===== config.mk =====
export PLATFORM = sky130hd
export DESIGN_NAME = qos_flow_fsm
export DESIGN_NICKNAME = d
export VERILOG_FILES = /design/src/rtl/qos_pkg.sv /design/src/rtl/qos_ch_ctrl.sv /design/src/rtl/qos_flow_fsm.sv
export SDC_FILE = /design/constraint.sdc
export NUM_CORES = 1
export LEC_CHECK = 0
export CORE_MARGIN = 4
export CORE_UTILIZATION = 45
export DETAILED_ROUTE_END_ITERATION = 10
export PLACE_DENSITY = 0.74
export SLEW_MARGIN = 10
export SYNTH_ARGS = -nofsm -noshare
export SYNTH_HDL_FRONTEND = slang
export SYNTH_SLANG_ARGS = --single-unit
export TNS_END_PERCENT = 100

===== constraint.sdc =====
create_clock -name CLK -period 2.1 [get_ports CLK]
set_clock_uncertainty 0.2 [all_clocks]
set_input_delay 0.42 -clock CLK [delete_from_list [all_inputs] [get_ports CLK]]
set_output_delay 0.42 -clock CLK [all_outputs]
set_load 0.01 [all_outputs]

===== src/rtl/qos_pkg.sv =====
// qos_pkg: shared state encoding and default sizing for the QoS flow-control controller.
package qos_pkg;

    localparam int QOS_NUM_CH    = 4;
    localparam int QOS_MIN_PAUSE = 4;

    typedef enum logic [2:0] {
        RESET  = 3'd0,
        INIT   = 3'd1,
        IDLE   = 3'd2,
        ACTIVE = 3'd3,
        ERROR  = 3'd4
    } qos_state_t;

endpackage


===== src/rtl/qos_ch_ctrl.sv =====
// qos_ch_ctrl: one virtual channel's pause/continue edge detect, hold timer and pending continue.
// QOS_PAUSE_CNT_EN adds a saturating pause event counter.
module qos_ch_ctrl #(
    parameter int MIN_PAUSE = 4,
    parameter int HOLD_W    = 3
`ifdef QOS_PAUSE_CNT_EN
    , parameter int CNT_W   = 8
`endif
) (
    input  logic CLK,
    input  logic reset,
    input  logic active_en,
    input  logic pause_i,
    input  logic cont_i,
    output logic pause_stb_o,
    output logic cont_stb_o,
    output logic paused_o,
    output logic pending_o
`ifdef QOS_PAUSE_CNT_EN
    , output logic [CNT_W-1:0] cnt_o
`endif
);

    logic              prev_p_q, prev_c_q;
    logic              pstb_q, pstb_d, cstb_q, cstb_d;
    logic              paused_q, paused_d, pending_q, pending_d;
    logic [HOLD_W-1:0] hold_q, hold_d, hold_dec;
    logic              p_rise, c_rise, expired;

    // expired means the hold reaches zero at this edge, so the earliest continue lands MIN_PAUSE cycles after the pause
    always_comb begin
        p_rise    = pause_i & ~prev_p_q;
        c_rise    = cont_i & ~prev_c_q;
        hold_dec  = (hold_q == '0) ? '0 : hold_q - HOLD_W'(1);
        expired   = (hold_dec == '0);
        pstb_d    = 1'b0;
        cstb_d    = 1'b0;
        paused_d  = paused_q;
        pending_d = pending_q;
        hold_d    = paused_q ? hold_dec : '0;
        if (!active_en) begin
            paused_d  = 1'b0;
            pending_d = 1'b0;
            hold_d    = '0;
        end else if (p_rise) begin
            hold_d = HOLD_W'(MIN_PAUSE);
            if (!paused_q) begin
                pstb_d    = 1'b1;
                paused_d  = 1'b1;
                pending_d = 1'b0;
            end
        end else if (paused_q && (c_rise || pending_q) && expired) begin
            cstb_d    = cont_i;
            paused_d  = ~cont_i;
            pending_d = 1'b0;
        end else if (paused_q && c_rise) begin
            pending_d = 1'b1;
        end
    end

    always_ff @(posedge CLK or negedge reset) begin
        if (!reset) begin
            prev_p_q  <= 1'b0;
            prev_c_q  <= 1'b0;
            pstb_q    <= 1'b0;
            cstb_q    <= 1'b0;
            paused_q  <= 1'b0;
            pending_q <= 1'b0;
            hold_q    <= '0;
        end else begin
            prev_p_q  <= pause_i;
            prev_c_q  <= cont_i;
            pstb_q    <= pstb_d;
            cstb_q    <= cstb_d;
            paused_q  <= paused_d;
            pending_q <= pending_d;
            hold_q    <= hold_d;
        end
    end

    assign pause_stb_o = pstb_q;
    assign cont_stb_o  = cstb_q;
    assign paused_o    = paused_q;
    assign pending_o   = pending_q;

`ifdef QOS_PAUSE_CNT_EN
    logic [CNT_W-1:0] cnt_q;

    always_ff @(posedge CLK or negedge reset) begin
        if (!reset)
            cnt_q <= '0;
        else if (pstb_d && !(&cnt_q))
            cnt_q <= cnt_q + CNT_W'(1);
    end

    assign cnt_o = cnt_q;
`endif

endmodule


===== src/rtl/qos_flow_fsm.sv =====
// qos_flow_fsm: QoS flow-control controller sequencing init/idle/active/error over NUM_CH channels.
// QOS_PAUSE_CNT_EN adds the packed per-channel pause_cnt output.
module qos_flow_fsm
    import qos_pkg::*;
#(
    parameter int NUM_CH    = QOS_NUM_CH,
    parameter int MIN_PAUSE = QOS_MIN_PAUSE,
    parameter int HOLD_W    = $clog2(MIN_PAUSE + 1)
`ifdef QOS_PAUSE_CNT_EN
    , parameter int CNT_W   = 8
`endif
) (
    input  logic              CLK,
    input  logic              reset,
    input  logic              set_init,
    input  logic [NUM_CH-1:0] empty,
    input  logic [NUM_CH-1:0] full,
    input  logic [NUM_CH-1:0] pause_fifos,
    input  logic [NUM_CH-1:0] continue_fifos,
    output logic              init,
    output logic              idle,
    output logic [NUM_CH-1:0] pause_stb,
    output logic [NUM_CH-1:0] continue_stb,
    output logic [NUM_CH-1:0] error_full,
    output logic [NUM_CH-1:0] paused
`ifdef QOS_PAUSE_CNT_EN
    , output logic [NUM_CH*CNT_W-1:0] pause_cnt
`endif
);

    qos_state_t        state_q, state_d;
    logic              init_q, init_d, idle_q, idle_d;
    logic [NUM_CH-1:0] error_full_q, error_full_d;
    logic [NUM_CH-1:0] pending;
    logic              active_en;

    always_ff @(posedge CLK or negedge reset) begin
        if (!reset) begin
            state_q      <= RESET;
            init_q       <= 1'b0;
            idle_q       <= 1'b0;
            error_full_q <= '0;
        end else begin
            state_q      <= state_d;
            init_q       <= init_d;
            idle_q       <= idle_d;
            error_full_q <= error_full_d;
        end
    end

    always_comb begin
        state_d = state_q;
        unique case (state_q)
            RESET:   state_d = INIT;
            INIT:    state_d = set_init ? INIT : IDLE;
            IDLE:    state_d = (|full) ? ERROR : (~&empty) ? ACTIVE : IDLE;
            ACTIVE:  state_d = (|full) ? ERROR
                             : (&empty && !(|paused) && !(|pending)) ? IDLE : ACTIVE;
            ERROR:   state_d = ERROR;
            default: state_d = RESET;
        endcase
    end

    // Outputs track the state being entered; the transition edge into ERROR already captures its full flags
    always_comb begin
        init_d       = (state_d == INIT) && set_init;
        idle_d       = (state_d == IDLE) && (&empty);
        error_full_d = error_full_q | ((state_d == ERROR) ? full : '0);
        active_en    = (state_q == ACTIVE) && (state_d == ACTIVE);
    end

    assign init       = init_q;
    assign idle       = idle_q;
    assign error_full = error_full_q;

    for (genvar i = 0; i < NUM_CH; i++) begin : g_ch
        qos_ch_ctrl #(
            .MIN_PAUSE (MIN_PAUSE),
            .HOLD_W    (HOLD_W)
`ifdef QOS_PAUSE_CNT_EN
            , .CNT_W   (CNT_W)
`endif
        ) u_ch (
            .CLK         (CLK),
            .reset       (reset),
            .active_en   (active_en),
            .pause_i     (pause_fifos[i]),
            .cont_i      (continue_fifos[i]),
            .pause_stb_o (pause_stb[i]),
            .cont_stb_o  (continue_stb[i]),
            .paused_o    (paused[i]),
            .pending_o   (pending[i])
`ifdef QOS_PAUSE_CNT_EN
            , .cnt_o     (pause_cnt[i*CNT_W +: CNT_W])
`endif
        );
    end

endmodule

==> metrics.txt <==
outcome=complete, no violations; delay-heaviest family, CP=simple AND/OR/NAND/NOR gates; initial antenna violation count=0; Filler cells=317; GRT Resource Usage Total=16.3%; Peak VDD IR=0.391 mV; Worst Path Max Fanout=13; layout cell share with drive strength beyond 1=16.4%; average wire per cell in the routed design=16.0 um; HP Class=register to register; Root Buffer=clkbuf_8; Critical-path top delay cell=clkdlybuf4s50_1; Post-DP HPWL=2980 um; Synth area leaders=dfrtp_1 59%, buf_4 5.1%, a21oi_1 3.9%; Hold Worst Slack=0.260 ns; Die Area=0.00536 sq mm; PnR worst setup slack=0.0419 ns; count of input and output buffers=36; final setup vio count=0; Die Wd=73.2 um; Leakage=0.997 nW; number of global-route vias before repair=1458; CP Cell Sequence=clkdlybuf4s50_1 -> nor4_4 -> and3b_2 -> o211ai_4 -> nor4_2; DR vias/cell=5.58; critical path required time=2.10 ns; period utilisation layout=98.0%; CP arrival=2.05 ns; post-synthesis sequential area ratio=58.9%; power per cell area=702 mW/mm^2; dominant synthesized flop cell=dfrtp_1; total CTS buffers=5; Residual DRC=0; Buf/Inv on CP=1; routability cong.=0.776; max_cap viols=0; I/O pin total=37; Fmax=0.486 GHz; post-synthesis cell type count=29; element type at the critical path end=register; GRT overflow=0; CP peak stage delay=0.46 ns; ys async rst share=100%; Slew Limit Headroom=60.6%; Synth Warn #=0; final slew viol count=0; Hold Fails Final Rpt=0; largest area contributor in the netlist=dfrtp_1; core area=0.00406 sq mm; min Tclk post-route=2.06 ns; Commonest cells post-synth=45 x dfrtp_1, 15 x a21oi_1, 13 x buf_4; htree depth=2; drt first pass iters=4; first-pass GRT wire length=6800 um; Iteration-0 DRC Markers=132; RSZ-0062 raised after global routing=true; Skew-Pair Late Insertion Delay=0.29 ns; # diodes=0; Starting Density=47.1%; pin slew with the least headroom to its limit=0.590 ns; Post-synth EDFFs=0; die height=73.2 um; Post-Syn Area=0.00191 sq mm; CTS tree=yes; total power=0.00175 W; Worst-path clk slew=0.08 ns; post-synth top area share=58.9%; Rows=23; # Post-CTS Setup Buffers=0; post-placement setup slack=-0.416 ns; DRT antenna net count=0; CTS Sinks=45; drt total wl=4210 um; Sum Neg Setup Slack=0 ns; Post-Syn Nets=187; cell count after synthesis=168; P&R area growth vs syn=30.5%; Syn Area/Cell=11.4 sq um; critical path type=input port to register; count leader, synth=dfrtp_1; via count=1467; placed insts=253; Synth Register Bits=45; clk buf depth=2; non-filler instance count after layout=263; startpoint types=input port; largest net degree at the start of global routing=26; Final #Nets=231
[where the power goes]
group	switching [W]	internal, W
Combinational	0.000105	0.000111
Clock	0.000280	0.000297
Sequential	0.0000523	0.000907
[final timing paths]
| kind | start | end | slack [ns] | cells past startpoint |
|---|---|---|---|---|
| max | full[0] | g_ch[2].u_ch.hold_q[0]$_DFF_PN0_ | 0.04 | 5 |
| min | error_full[3]$_DFF_PN0_ | error_full[3]$_DFF_PN0_ | 0.26 | 1 |
| max reg2reg | g_ch[1].u_ch.pending_o$_DFFE_PN0P_ | g_ch[1].u_ch.paused_o$_DFFE_PN0P_ | 0.14 | 5 |
| min reg2reg | error_full[3]$_DFF_PN0_ | error_full[3]$_DFF_PN0_ | 0.26 | 1 |
| max in group asynchronous | reset | g_ch[1].u_ch.paused_o$_DFFE_PN0P_ | 0.70 | 3 |
| min in group asynchronous | reset | g_ch[2].u_ch.paused_o$_DFFE_PN0P_ | 0.43 | 2 |
[per-layer routing]
| layer | GRT usage [%] | up-vias | wire, um |
|---|---|---|---|
| met4 | 4.92 | 0 | 32 |
| met2 | 27.6 | 36 | 2270 |
| met3 | 3.31 | 5 | 177 |
| li1 | - | 692 | - |
| met5 | 0 | - | 0 |
| met1 | 20.9 | 734 | 1730 |
[cells in the final DEF, fill, tap and decap left out]
| master | n |
|---|---|
| a2111o_1 | 1 |
| a211o_1 | 3 |
| a211oi_2 | 1 |
| a21o_1 | 6 |
| a21oi_1 | 15 |
| a31oi_1 | 3 |
| a32oi_1 | 1 |
| and3b_2 | 1 |
| buf_2 | 1 |
| buf_4 | 14 |
| clkbuf_8 | 7 |
| clkdlybuf4s50_1 | 35 |
| clkinv_2 | 1 |
| dfrtp_1 | 45 |
| dlygate4sd3_1 | 1 |
| inv_1 | 8 |
| mux2i_1 | 1 |
| nand2_1 | 3 |
| nand2b_1 | 9 |
| nand3_1 | 3 |
| nand4_1 | 1 |
| nor2_1 | 11 |
| nor2b_1 | 5 |
| nor3_1 | 9 |
| nor3b_1 | 5 |
| nor4_1 | 3 |
| nor4_2 | 7 |
| nor4_4 | 1 |
| o2111ai_1 | 3 |
| o211ai_1 | 4 |
| o211ai_2 | 1 |
| o211ai_4 | 1 |
| o2bb2ai_1 | 1 |
| o32ai_1 | 1 |
| or4_1 | 1 |
[sequential cells by signal, indices dropped and copies added (netlist names)]
name	cells
g_ch.u_ch.pending_o	4
g_ch.u_ch.pause_stb_o	4
g_ch.u_ch.hold_q	12
state_q	3
g_ch.u_ch.cont_stb_o	4
g_ch.u_ch.prev_p_q	4
g_ch.u_ch.prev_c_q	4
idle	1
error_full	4
init	1
g_ch.u_ch.paused_o	4
[area by class of cell]
cell class | instances | area [sq um] | area share [%]
sequential | 45 | 1130 | 45.1
inverter | 8 | 30.0 | 1.20
multi-input combinational | 101 | 704 | 28.2
tap | 50 | 62.6 | 2.51
clock buffer | 7 | 96.3 | 3.86
clock inverter | 1 | 5.00 | 0.201
timing repair buffer | 51 | 470 | 18.9
[through the flow]
step,util [%],cell area (sq um)
6_report,61.5,2490
3_3_place_gp,57.4,2330
2_1_floorplan,-,1910
3_5_place_dp,57.4,2330
5_1_grt,61.5,2490
4_1_cts,60.3,2440
[what timing repair did]
item | in CTS | in global routing
hold buffers | 1 | 0
endpoints found under the hold margin | 22 | 0
pin swaps | 1 | 3
resized for setup | 1 | 6
gates cloned | 0 | 1
setup endpoints to repair | 2 | 12
[cell families after synthesis]
family | synth area share [%]
simple gates | 18.1
flops | 58.9
compound gates | 15.3
buf+inv | 7.20
mux | 0.524
[worst reg2reg max path, cell delays in order (launching register included)]
cell	delay (ns)
dfrtp_1	0.40
nor4_1	0.27
nand2_1	0.20
o211ai_4	0.52
buf_4	0.22
nor2_1	0.05
Power figures use the tool's default switching activity.
